File: config.mk
export PLATFORM = sky130hd
export DESIGN_NAME = audio_mem_sequencer
export DESIGN_NICKNAME = d
export VERILOG_FILES = /design/src/rtl/audio_seq_pkg.sv /design/src/rtl/audio_mem_sequencer_strobe.sv /design/src/rtl/audio_mem_sequencer.sv
export SDC_FILE = /design/constraint.sdc
export NUM_CORES = 1
export LEC_CHECK = 0
export CAP_MARGIN = 0
export CORE_UTILIZATION = 30
export DETAILED_ROUTE_END_ITERATION = 8
export GPL_ROUTABILITY_DRIVEN = 0
export PLACE_DENSITY_LB_ADDON = 0.25
export SLEW_MARGIN = 10
export SYNTH_ARGS = -nofsm -noshare
export SYNTH_HDL_FRONTEND = slang
export SYNTH_SLANG_ARGS = --single-unit
File: constraint.sdc
create_clock -name clk -period 8.92 [get_ports clk]
set_clock_uncertainty 0.05 [all_clocks]
set_input_delay 0.892 -clock clk [delete_from_list [all_inputs] [get_ports clk]]
set_output_delay 0.892 -clock clk [all_outputs]
set_load 0.01 [all_outputs]
File: src/rtl/audio_seq_pkg.sv
// Shared encodings for the audio memory sequencer.
// Mode values, FSM state type and a saturating counter helper.
package audio_seq_pkg;

  localparam logic [1:0] MODE_IDLE = 2'b00;
  localparam logic [1:0] MODE_PLAY = 2'b01;
  localparam logic [1:0] MODE_REC  = 2'b10;

  typedef enum logic [2:0] {
    IDLE,
    REC_WAIT,
    REC_WR,
    PLAY_FETCH,
    PLAY_WAIT,
    PLAY_HOLD,
    DONE
  } state_t;

  function automatic logic [7:0] sat_inc(input logic [7:0] v);
    return (v == 8'hFF) ? v : v + 8'd1;
  endfunction

endpackage

File: src/rtl/audio_mem_sequencer_strobe.sv
// Synchroniser and falling-edge detector for active-low strobes.
// Idles high out of reset so no spurious event is produced.
module strobe_edge_det (
  input  logic clk,
  input  logic reset,
  input  logic strobe,
  output logic pulse
);

  logic [1:0] sync;
  logic       prev;

  // Two-flop synchroniser plus one delayed copy for edge detection
  always_ff @(posedge clk or posedge reset) begin
    if (reset) begin
      sync <= 2'b11;
      prev <= 1'b1;
    end else begin
      sync <= {sync[0], strobe};
      prev <= sync[1];
    end
  end

  assign pulse = prev & ~sync[1];

endmodule

File: src/rtl/audio_mem_sequencer.sv
// Record/playback sequencer between frame-based audio and word RAM.
// Build option: define AUDIO_SEQ_LOOP_EN to wrap playback forever.
module audio_mem_sequencer #(
  parameter int SAMPLE_W = 16,
  parameter int NUM_CH   = 2,
  parameter int ADDR_W   = 26
) (
  input  logic                       clk,
  input  logic                       reset,
  input  logic [1:0]                 mode,
  input  logic [ADDR_W-1:0]          max_addr,
  input  logic                       ram_rdy,
  output logic [ADDR_W-1:0]          ram_addr,
  output logic [SAMPLE_W-1:0]        ram_wdata,
  output logic                       ram_we,
  output logic                       ram_rd_req,
  input  logic                       ram_rd_pres,
  input  logic [SAMPLE_W-1:0]        ram_rdata,
  output logic                       ram_rd_ack,
  input  logic                       s_end,
  input  logic                       s_req,
  input  logic [NUM_CH*SAMPLE_W-1:0] adc_data,
  output logic [NUM_CH*SAMPLE_W-1:0] dac_data,
  output logic [1:0]                 led,
  output logic                       done,
  output logic [7:0]                 overrun_cnt,
  output logic [7:0]                 underrun_cnt
);

  import audio_seq_pkg::*;

  localparam int CH_W = (NUM_CH > 1) ? $clog2(NUM_CH) : 1;

`ifdef AUDIO_SEQ_LOOP_EN
  localparam logic LOOP_EN = 1'b1;
`else
  localparam logic LOOP_EN = 1'b0;
`endif

  state_t state;
  state_t state_next;

  logic [CH_W-1:0] ch;
  logic            end_flag;
  logic            end_ev;
  logic            req_ev;
  logic            rec_st;
  logic            play_st;
  logic            abort;
  logic            ch_last;
  logic            at_max;

  logic [NUM_CH-1:0][SAMPLE_W-1:0] fbuf;
  logic [NUM_CH-1:0][SAMPLE_W-1:0] pbuf;

  strobe_edge_det u_end_det (
    .clk    (clk),
    .reset  (reset),
    .strobe (s_end),
    .pulse  (end_ev)
  );

  strobe_edge_det u_req_det (
    .clk    (clk),
    .reset  (reset),
    .strobe (s_req),
    .pulse  (req_ev)
  );

  assign rec_st  = (state == REC_WAIT) || (state == REC_WR);
  assign play_st = (state == PLAY_FETCH) || (state == PLAY_WAIT)
                || (state == PLAY_HOLD);
  assign abort   = (rec_st && mode != MODE_REC)
                || (play_st && mode != MODE_PLAY);
  assign ch_last = (ch == CH_W'(NUM_CH - 1));
  assign at_max  = (ram_addr == max_addr);

  assign led       = {rec_st, play_st};
  assign done      = (state == DONE);
  assign ram_wdata = ram_we ? fbuf[ch] : '0;

  // State register
  always_ff @(posedge clk or posedge reset) begin
    if (reset) state <= IDLE;
    else       state <= state_next;
  end

  // Next-state logic and single-cycle RAM strobes
  always_comb begin
    state_next = state;
    ram_we     = 1'b0;
    ram_rd_req = 1'b0;
    ram_rd_ack = 1'b0;
    unique case (state)
      IDLE: begin
        if (ram_rdy && mode == MODE_PLAY)     state_next = PLAY_FETCH;
        else if (ram_rdy && mode == MODE_REC) state_next = REC_WAIT;
      end
      REC_WAIT: begin
        if (end_ev) state_next = REC_WR;
      end
      REC_WR: begin
        if (ram_rdy) begin
          ram_we = 1'b1;
          if (at_max)       state_next = DONE;
          else if (ch_last) state_next = REC_WAIT;
        end
      end
      PLAY_FETCH: begin
        if (ram_rdy) begin
          ram_rd_req = 1'b1;
          state_next = PLAY_WAIT;
        end
      end
      PLAY_WAIT: begin
        ram_rd_req = 1'b1;
        if (ram_rd_pres) begin
          ram_rd_ack = 1'b1;
          if (ch_last || (at_max && !LOOP_EN)) state_next = PLAY_HOLD;
          else                                 state_next = PLAY_FETCH;
        end
      end
      PLAY_HOLD: begin
        if (req_ev) state_next = end_flag ? DONE : PLAY_FETCH;
      end
      DONE: begin
        if (mode == MODE_IDLE) state_next = IDLE;
      end
      default: state_next = IDLE;
    endcase
    // A mode change abandons whatever transfer was in flight
    if (abort) begin
      state_next = IDLE;
      ram_we     = 1'b0;
      ram_rd_req = 1'b0;
      ram_rd_ack = 1'b0;
    end
  end

  // Address, channel index, frame buffers and error counters
  always_ff @(posedge clk or posedge reset) begin
    if (reset) begin
      ram_addr     <= '0;
      ch           <= '0;
      end_flag     <= 1'b0;
      fbuf         <= '0;
      pbuf         <= '0;
      dac_data     <= '0;
      overrun_cnt  <= '0;
      underrun_cnt <= '0;
    end else begin
      if (mode == MODE_IDLE) begin
        overrun_cnt  <= '0;
        underrun_cnt <= '0;
      end else begin
        if (state == REC_WR && end_ev && !abort)
          overrun_cnt <= sat_inc(overrun_cnt);
        if ((state == PLAY_FETCH || state == PLAY_WAIT) && req_ev && !abort)
          underrun_cnt <= sat_inc(underrun_cnt);
      end
      unique case (state)
        IDLE: begin
          ram_addr <= '0;
          ch       <= '0;
          end_flag <= 1'b0;
        end
        REC_WAIT: begin
          if (end_ev && !abort) begin
            fbuf <= adc_data;
            ch   <= '0;
          end
        end
        REC_WR: begin
          if (ram_we) begin
            ch <= ch_last ? '0 : ch + 1'b1;
            if (!at_max) ram_addr <= ram_addr + 1'b1;
          end
        end
        PLAY_WAIT: begin
          if (ram_rd_ack) begin
            pbuf[ch] <= ram_rdata;
            ch       <= ch_last ? '0 : ch + 1'b1;
            if (!at_max)      ram_addr <= ram_addr + 1'b1;
            else if (LOOP_EN) ram_addr <= '0;
            else              end_flag <= 1'b1;
          end
        end
        PLAY_HOLD: begin
          if (req_ev && !abort) dac_data <= pbuf;
        end
        default: ;
      endcase
    end
  end

endmodule
==> key figures, run 1 <==
Status
  – Run status: complete, no violations

Setup path
  – R2R Path End: ram_addr[21]$_DFFE_PP0P_
  – End of the critical path: ram_wdata[12]
  – Worst path slowest cell: clkdlybuf4s50_1
  – Kind of critical path: in2out
  – Crit. Startpoint: mode[1]
  – Worst setup EP type: output pin
  – Reg2reg path depth: 8
  – Required time of the worst setup path: about 8000 ps
  – Critical-path cell list: clkdlybuf4s50_1 -> nor2b_1 -> nand3_2 -> nor2_1 -> clkdlybuf4s50_1
  – Crit path DAT: a little under 3000 ps
  – Max stage delay on crit path: between 500 and 600 ps
  – Worst-path fanout max: 18
  – Flop2flop setup slack: roughly 5700 ps
  – CP startpoint kind: input pin
  – CP delay by family, top: buffers and inverters
  – R2r startpoint: state[1]$_DFFE_PP0P_
  – Crit path buf inv count: 2
  – Levels on crit path: 5
  – Crit-path most repeated cell: clkdlybuf4s50_1

Global route
  – Largest net degree at the start of global routing: 77
  – Remaining Overflow, GRT: 0
  – First-pass GRT wire length: ~27 mm
  – Vias in the first global route: ~5000
  – Initial antenna violation count: 0
  – Total GRT Usage: approximately 14%

Routing
  – DRT Wirelength: about 17 mm
  – Drc violations: 0
  – Antenna Violating Nets Remaining: 0
  – Routed len/inst: 15.6 µm
  – Vias post-DR: 5089
  – Iteration-0 DRC Markers: 180
  – Vias/cell: 4.59
  – TritonRoute pass-1 iters: 4

Synth
  – Most common cell in the netlist: dfrtp_1
  – Register area share after synthesis: 50.8%
  – Synth top area share: approximately half
  – Synthesis Warnings: 0
  – Synth top cells by count: 143 x dfrtp_1, 60 x nor2_1, 59 x mux2_4
  – Syn_nets: between 600 and 700
  – Area contributors post-synth: dfrtp_1 49%, mux2_4 12%, mux2_1 4.4%
  – Seq cells post-synth: approximately 150
  – Post-Syn Area per Cell: about 12 µm²
  – Gate Count Post-Synth: 610
  – Async set-reset flop share out of synthesis: 100%
  – Post-synth EDFFs: 0
  – Area leader, netlist: dfrtp_1
  – Synth Flop Type: dfrtp_1
  – Netlist cell types: 62
  – Synthesized cell area: around 7400 µm²

Final layout
  – Layout Cells excl Fill: between 1000 and 1500
  – Number of diodes: 0
  – Area taken by multi-input logic gates: 3390 µm²
  – Share of cells above drive strength 1: ~16%
  – Area taken by flip-flops and latches: around 3700 µm²
  – Syn-to-layout area delta: 36.0%
  – FILL cells: 2223
  – Nets@finish: 861
  – Fin area: around 10000 µm²

STA
  – Final Hold Violating Endpoints: 0
  – Max Slew Vio Count: 0
  – Final worst path period need: 3910 ps
  – RSZ-0062 raised after global routing: no
  – Final setup violation count: 0
  – Slew margin rel.: between 30 and 40%
  – Achievable Freq: between 200 and 300 MHz
  – Final Hold Slack: a little over 300 ps
  – Slew @ Worst Pin: roughly 1000 ps
  – Fin crit share: 43.8%
  – Post-Route Setup TNS: 0 ps

Clock network
  – Clock buffer count from CTS: 17
  – H-tree Lvls: 4
  – Clock Root Buffer: clkbuf_16
  – Worst skew pair latency: roughly 420 ps
  – CTS tree: built
  – CTS Sinks: around 150
  – Post-CTS setup buffer count: 0
  – CTS clk-pin slew, worst paths: 70 ps
  – Post-CTS sizing: 0
  – Post-CTS Hold Fix Bufs: 0
  – Clock Path Buffers: 2

Power and ir drop
  – Tot Pwr: 2070 µW
  – Leakage: between 0.004 and 0.005 µW
  – Maximum vdd drop: 0.000116 V
  – PD cells: 207 nW/µm²

Floorplan
  – Site Rows: 56
  – Die Ht: 159 µm
  – Core area: between 20000 and 25000 µm²
  – Initial Util: 31.0%
  – I/O pins: 178
  – Die width: around 160 µm
  – Die ar.: approximately 25000 µm²

Placed design
  – DPL Wire Length: about 12 mm
  – Placed insts: about 1100
  – PortBufs: approximately 180
  – Placement Cell Area: ~9400 µm²

Job
  – Max Cap Viol: 0

Min path
  – Worst Hold Class: reg2reg
## registers in the layout, indices dropped and copies added (netlist names)
name            cells
ram_addr           26
u_req_det.sync      2
dac_data           32
state               3
end_flag            1
u_req_det.prev      1
u_end_det.prev      1
fbuf               32
ch                  1
pbuf               32
underrun_cnt        8
overrun_cnt         8
u_end_det.sync      2
## cells by family after synthesis
logic type                 synth area share [%]
and+or+nand+nor                            11.9
DFF                                        50.8
muxes                                      20.7
AOI/OAI and AO/OA                          6.67
xor gates and xnor gates                   6.08
buffers and inverters                      3.13
adders and majority gates                 0.664
## layout by cell type, fill, tap and decap left out, drive strengths merged, types with 7 or more instances in the layout
cell             n
o21ai           11
nand3           22
nand4            9
nor4             7
xnor2           18
nand2b          11
or3              9
nor2            60
clkbuf          18
clkdlybuf4s50  177
nand2           31
mux2i           20
xor2            33
mux2            98
a21oi           16
dfrtp          143
inv             16
a211oi           8
## worst reg2reg max path, stage by stage (launching register included)
cell	delay, ps
dfrtp_1	670
nand2b_1	230
nor2_1	310
nand3_2	440
inv_2	200
o22ai_2	280
and2_1	390
or4_1	500
nand2_1	80
## worst min-delay path by stage
stage / depth (start not counted) / endpoint / slack (ps) / from
after global placement: 0 / u_req_det.sync[1]$_DFF_PP1_ / 300 / u_req_det.sync[0]$_DFF_PP1_
after detailed placement: 0 / u_end_det.sync[1]$_DFF_PP1_ / 300 / u_end_det.sync[0]$_DFF_PP1_
final: 0 / u_end_det.sync[1]$_DFF_PP1_ / 300 / u_end_det.sync[0]$_DFF_PP1_
after floorplan: 0 / u_end_det.sync[1]$_DFF_PP1_ / 300 / u_end_det.sync[0]$_DFF_PP1_
after global routing: 0 / u_req_det.sync[1]$_DFF_PP1_ / 310 / u_req_det.sync[0]$_DFF_PP1_
after CTS: 0 / u_req_det.sync[1]$_DFF_PP1_ / 300 / u_req_det.sync[0]$_DFF_PP1_
## per-stage QoR
stage	util, %	setup slack (ps)
floorplan	-	3980
global placement	39.5	5050
detailed placement	39.5	5020
CTS	42.1	5030
global route	42.1	4880
finish	42.1	5010
## cell type report
type                    count  area share [%]
inverters                   8           0.350
well taps                 319            3.99
repair buffers            183            18.2
multi-input cells         417            33.9
flip-flops and latches    149            37.4
clock inverters            14            1.83
clock buffers              18            4.39
## layer usage
| layer | share of wire (%) | up-vias | GRT usage (%) |
|---|---|---|---|
| li1 | - | 2486 | - |
| met1 | 47 | 2465 | 18.7 |
| met2 | 46 | 124 | 22.1 |
| met3 | 5.9 | 14 | 4.41 |
| met4 | 1.3 | 0 | 4.76 |
| met5 | 0 | - | 0 |
## where the power goes
group          total (µW)  internal, µW  leakage (µW)  switching [µW]
sequential            850           781       0.00199            69.9
clock                 753           435      0.000307             318
combinational         471           251       0.00216             220
(Power assumes the default switching activity.)
==> run 2, diff against run 1 <==
==> constraint.sdc (replaced) <==
create_clock -name clk -period 3.8 [get_ports clk]
set_clock_uncertainty 0.05 [all_clocks]
set_input_delay 0.38 -clock clk [delete_from_list [all_inputs] [get_ports clk]]
set_output_delay 0.38 -clock clk [all_outputs]
set_load 0.01 [all_outputs]
==> key figures, run 2 (synthesis results as in run 1) <==
Setup path
  – Flop2flop setup slack: 1010 ps (-4720 ps)
  – Worst-path fanout max: 19 (+1)
  – CP startpoint kind: flop
  – Reg2reg path depth: 9 (+1)
  – Required time of the worst setup path: 3370 ps (-4610 ps)
  – Crit path DAT: 2750 ps (-210 ps)
  – Kind of critical path: reg2out
  – Worst setup EP type: output pin

Clock network
  – CTS Sinks: 149 (unchanged)
  – Worst skew pair latency: 420 ps (about the same)
  – Post-CTS sizing: 0 (unchanged)
  – Post-CTS Hold Fix Bufs: 0 (unchanged)
  – CTS clk-pin slew, worst paths: 70 ps (about the same)
  – CTS tree: built
  – H-tree Lvls: 4 (unchanged)
  – Clock buffer count from CTS: 17 (unchanged)
  – Post-CTS setup buffer count: 0 (unchanged)
  – Clock Root Buffer: clkbuf_16
  – Clock Path Buffers: 2 (unchanged)

Floorplan
  – Core area: 23800 µm² (unchanged)
  – I/O pins: 178 (unchanged)
  – Die Ht: 159 µm (unchanged)
  – Site Rows: 56 (unchanged)
  – Initial Util: 31.0% (unchanged)
  – Die width: 159 µm (unchanged)
  – Die ar.: 25100 µm² (unchanged)

Final layout
  – Nets@finish: 868 (+0.81%)
  – Most frequent cells in the layout: 177 x clkdlybuf4s50_1, 143 x dfrtp_1, 60 x nor2_1, 59 x mux2_4, 33 x xor2_1
  – Layout Utilization: 42.2% (+0.15 points)
  – FILL cells: 2257 (+1.5%)
  – Area taken by multi-input logic gates: 3390 µm² (about the same)
  – Largest regs: dac_data x32, fbuf x32, pbuf x32
  – Number of diodes: 0 (unchanged)
  – Area taken by flip-flops and latches: 3740 µm² (unchanged)
  – Syn-to-layout area delta: 36.5%
  – Fin area: 10000 µm² (+0.35%)
  – Share of cells above drive strength 1: 16.8% (+0.61 points)
  – Commonest non-fill, non-tap cell in the layout: clkdlybuf4s50_1

Status
  – Run status: complete, no violations

Routing
  – Drc violations: 0 (unchanged)
  – Vias/cell: 4.65 (+1.3%)
  – Antenna Violating Nets Remaining: 0 (unchanged)
  – DRT Wirelength: 17.6 mm (+1.7%)
  – Iteration-0 DRC Markers: 175 (-2.8%)
  – Routed len/inst: 15.8 µm (+1.0%)
  – Vias post-DR: 5186 (+1.9%)
  – TritonRoute pass-1 iters: 4 (unchanged)

Global route
  – First-pass GRT wire length: 28.0 mm (+2.5%)
  – Vias in the first global route: 5123 (+2.3%)
  – Largest net degree at the start of global routing: 52 (-32%)
  – Initial antenna violation count: 0 (unchanged)
  – Remaining Overflow, GRT: 0 (unchanged)
  – Total GRT Usage: 14.5% (+0.31 points)

STA
  – Max Slew Vio Count: 0 (unchanged)
  – Post-Route Setup TNS: 0 ps (unchanged)
  – Final Hold Violating Endpoints: 0 (unchanged)
  – Slew margin rel.: 30.8% (+0.29 points)
  – RSZ-0062 raised after global routing: no
  – Slew @ Worst Pin: 1040 ps (-4.33 ps)
  – Final setup violation count: 0 (unchanged)
  – Achievable Freq: 315 MHz
  – Final worst path period need: about 3200 ps
  – Fin crit share: between 80% and 90%

Power and ir drop
  – PD cells: 474 nW/µm² (+130%)
  – Leakage: 0.00448 µW (+0.35%)
  – Maximum vdd drop: 0.000275 V (+140%)

Min path
  – Worst Hold Class: reg2reg
  – Hold Path Stages: 0 (unchanged)

Placed design
  – PortBufs: 177 (unchanged)
  – DPL Wire Length: 12.6 mm (+5.0%)
  – Placement Cell Area: 9450 µm² (+0.81%)

Job
  – Max Cap Viol: 0 (unchanged)
==> run 2: worst paths after layout <==
| check | startpoint | to |
|---|---|---|
| worst min register to register | u_end_det.sync[0]$_DFF_PP1_ | u_end_det.sync[1]$_DFF_PP1_ |
| worst min-delay path | u_end_det.sync[0]$_DFF_PP1_ | u_end_det.sync[1]$_DFF_PP1_ |
| worst max-delay path | state[1]$_DFFE_PP0P_ | ram_wdata[12] |
| max in group asynchronous | reset | dac_data[6]$_DFFE_PP0P_ |
| worst max register to register | state[1]$_DFFE_PP0P_ | ram_addr[11]$_DFFE_PP0P_ |
| min in group asynchronous | reset | underrun_cnt[5]$_DFFE_PP0P_ |
==> run 2: cell type report <==
type / instances / share of cell area [%]
timing repair buffer: 190 / 18.9
tap: 319 / 3.98
clock buffer: 17 / 4.24
inverter: 8 / 0.337
multi-input combinational: 417 / 33.8
sequential: 149 / 37.2
clock inverter: 15 / 1.57
==> run 2: per-stage QoR <==
stage	setup WS, ps	cells	power [µW]	hold slack [ps]
after floorplan	1500	610	2800	295
after global placement	687	1083	3120	296
final	621	1115	4760	306
after global routing	462	1115	5010	291
after CTS	615	1115	4830	290
after detailed placement	663	1083	3150	298
==> run 2: metal layers <==
layer  vias up  global-route usage [%]  share of wire [%]
met2       146                    22.3                 46
met4         0                    5.13                1.7
met1      2513                    19.3                 46
met3        20                    4.35                5.9
li1       2507                       -                  -
met5         -                       0                  0
==> run 2: critical path, cell delays in order (launching register included) <==
cell and delay [ps]:
dfrtp_1 710, nand2b_1 250, nor2_1 270, nand3_2 120
buf_4 230, nor2_1 180, clkdlybuf4s50_1 570
==> run 2: where the power goes <==
part | internal, µW | switching, µW | total [µW] | leakage [µW]
Clock | 881 | 767 | 1650 | 0.000285
Sequential | 1830 | 193 | 2020 | 0.00199
Combinational | 599 | 486 | 1080 | 0.00220
Total | 3310 | 1450 | 4760 | 0.00448
==> run 3, diff against run 2 <==
==> constraint.sdc (replaced) <==
create_clock -name clk -period 2.9 [get_ports clk]
set_clock_uncertainty 0.05 [all_clocks]
set_input_delay 0.29 -clock clk [delete_from_list [all_inputs] [get_ports clk]]
set_output_delay 0.29 -clock clk [all_outputs]
set_load 0.01 [all_outputs]
==> key figures, run 3 (synthesis results as in run 1) <==
STA
  – Fin crit share: 92.4%
  – Max Slew Vio Count: 0 (unchanged)
  – Final worst path period need: between 2000 and 3000 ps
  – Slew margin rel.: 46.2% (+15 points)
  – Final WS setup: 221 ps (-399 ps)
  – RSZ-0062 raised after global routing: no
  – Final setup violation count: 0 (unchanged)
  – Final Hold Violating Endpoints: 0 (unchanged)
  – Slew @ Worst Pin: 807 ps (-231 ps)
  – Post-Route Setup TNS: 0 ps (unchanged)
  – Achievable Freq: 373 MHz

Final layout
  – FILL cells: 2242 (-0.66%)
  – Share of cells above drive strength 1: 18.5% (+1.7 points)
  – Largest regs: dac_data x32, fbuf x32, pbuf x32
  – Commonest non-fill, non-tap cell in the layout: clkdlybuf4s50_1
  – Number of diodes: 0 (unchanged)
  – Most frequent cells in the layout: 177 x clkdlybuf4s50_1, 142 x dfrtp_1, 59 x mux2_4, 59 x nor2_1, 33 x xor2_1
  – Nets@finish: 882 (+1.6%)
  – Area taken by multi-input logic gates: 3390 µm² (about the same)
  – Fin area: 10200 µm² (+1.3%)
  – Syn-to-layout area delta: 38.2%
  – Area taken by flip-flops and latches: 3740 µm² (about the same)
  – Layout Utilization: 42.8% (+0.54 points)

Power and ir drop
  – Part of the power in combinational logic: 23.9% (+1.1 points)
  – Pint: 4460 µW (+35%)
  – Tot Pwr: 6250 µW (+31%)
  – Power share of the clock group: 34.2% (-0.4 points)
  – Switching share of power: 28.7% (-1.6 points)
  – Leakage: 0.00454 µW (+1.4%)
  – Flop pwr share: 41.8% (-0.8 points)
  – Switching power: 1800 µW (+24%)
  – Maximum vdd drop: 0.000322 V (+17%)
  – PD cells: 616 nW/µm² (+30%)

Clock network
  – CTS clk-pin slew, worst paths: 60 ps (about the same)
  – CTS tree: built
  – Post-CTS setup buffer count: 0 (unchanged)
  – Post-CTS Hold Fix Bufs: 0 (unchanged)
  – Clock Path Buffers: 2 (unchanged)
  – H-tree Lvls: 4 (unchanged)
  – Worst skew pair latency: 420 ps (about the same)
  – CTS Sinks: 149 (unchanged)
  – Clock buffer count from CTS: 17 (unchanged)
  – Clock Root Buffer: clkbuf_16

Status
  – Run status: complete, no violations

Setup path
  – Critical-path cell list: nand2b_1 -> nor2_2 -> nand3_2 -> buf_4 -> nor2_1 -> clkdlybuf4s50_1
  – Kind of critical path: reg2out
  – Max stage delay on crit path: 570 ps (-140 ps)
  – CP startpoint kind: flop
  – Worst-path fanout max: 17 (-2)
  – Required time of the worst setup path: 2560 ps (-810 ps)
  – Worst setup EP type: output pin
  – Worst path slowest cell: clkdlybuf4s50_1
  – Crit path DAT: 2340 ps (-410 ps)

Floorplan
  – I/O pins: 178 (unchanged)
  – Initial Util: 31.0% (unchanged)
  – Site Rows: 56 (unchanged)
  – Die Ht: 159 µm (unchanged)
  – Die width: 159 µm (unchanged)
  – Die ar.: 25100 µm² (unchanged)
  – Core area: 23800 µm² (unchanged)

Job
  – Max Cap Viol: 0 (unchanged)

Routing
  – Drc violations: 0 (unchanged)
  – Iteration-0 DRC Markers: 199 (+14%)
  – Vias post-DR: 5217 (+0.60%)
  – Routed len/inst: 15.7 µm (-0.82%)
  – TritonRoute pass-1 iters: 4 (unchanged)
  – Antenna Violating Nets Remaining: 0 (unchanged)
  – DRT Wirelength: 17.7 mm (+0.43%)
  – Vias/cell: 4.62 (-0.65%)

Global route
  – Remaining Overflow, GRT: 0 (unchanged)
  – Largest net degree at the start of global routing: 150 (+190%)
  – First-pass GRT wire length: 28.3 mm (+0.96%)
  – Total GRT Usage: 14.8% (+0.25 points)
  – Vias in the first global route: 5238 (+2.2%)
  – Initial antenna violation count: 0 (unchanged)

Placed design
  – Placement Cell Area: 9580 µm² (+1.4%)
  – PortBufs: 177 (unchanged)
  – Place WS: 75.0 ps (-588 ps)
  – DPL Wire Length: 12.4 mm (-2.0%)

Min path
  – Worst Hold Class: in2reg
-- run 3: cell count changes in the layout (fill, tap and decap cells not counted), moves of 2 or more --
| cell | previous run | this run |
|---|---|---|
| inv_6 | 5 | 3 |
| clkinvlp_4 | 2 | 7 |
| clkinv_8 | 2 | 0 |
| inv_8 | 5 | 0 |
| buf_12 | 2 | 4 |
| buf_4 | 11 | 23 |
| clkbuf_8 | 0 | 2 |
-- run 3: final timing paths --
kind / from / end / slack [ps] / cells past startpoint
max: state[2]$_DFFE_PP0P_ / ram_wdata[6] / 220 / 6
min reg2reg: u_end_det.sync[0]$_DFF_PP1_ / u_end_det.sync[1]$_DFF_PP1_ / 300 / 0
min: s_end / u_end_det.sync[0]$_DFF_PP1_ / 240 / 1
max in group asynchronous: reset / state[1]$_DFFE_PP0P_ / 1770 / 3
min in group asynchronous: reset / underrun_cnt[3]$_DFFE_PP0P_ / 420 / 3
max reg2reg: state[1]$_DFFE_PP0P_ / dac_data[20]$_DFFE_PP0P_ / 410 / 7
-- run 3: layout make-up --
cell class,count,area share (%)
flip-flops and latches,149,36.8
multi-input cells,417,33.4
repair buffers,204,19.9
clock buffers,19,4.46
well taps,319,3.93
clock inverters,13,1.22
inverters,8,0.332
-- run 3: critical path, delay by kind of cell, from the launching register on --
| family | cells | cell delay (ps) |
|---|---|---|
| DFF | 1 | 370 |
| and+or+nand+nor | 4 | 740 |
| buffers and inverters | 2 | 810 |
-- run 3: per-layer routing --
metal / up-vias / wire [µm] / global-route usage, %
met5: - / 0 / 0
li1: 2538 / - / -
met1: 2526 / 8150 / 18.9
met2: 141 / 8270 / 23.9
met3: 12 / 1090 / 4.63
met4: 0 / 192 / 4.53
-- run 3: power groups by stage --
stage	sequential (µW)	combinational (µW)	clock, µW
2_1_floorplan	2580	1090	0
3_3_place_gp	2640	1490	0
3_5_place_dp	2640	1520	0
4_1_cts	2610	1520	2220
5_1_grt	2660	1650	2310
6_report	2620	1500	2140
-- run 3: stage by stage --
stage                     cells  hold slack, ps
after floorplan             610             244
after global placement     1097             297
after detailed placement   1097             297
after CTS                  1129             217
after global routing       1129             227
final                      1129             235
-- run 3: timing repair --
item,in CTS,in global routing
resized for setup,0,2
endpoints found under the setup margin,0,9
hold endpoints to repair,0,0
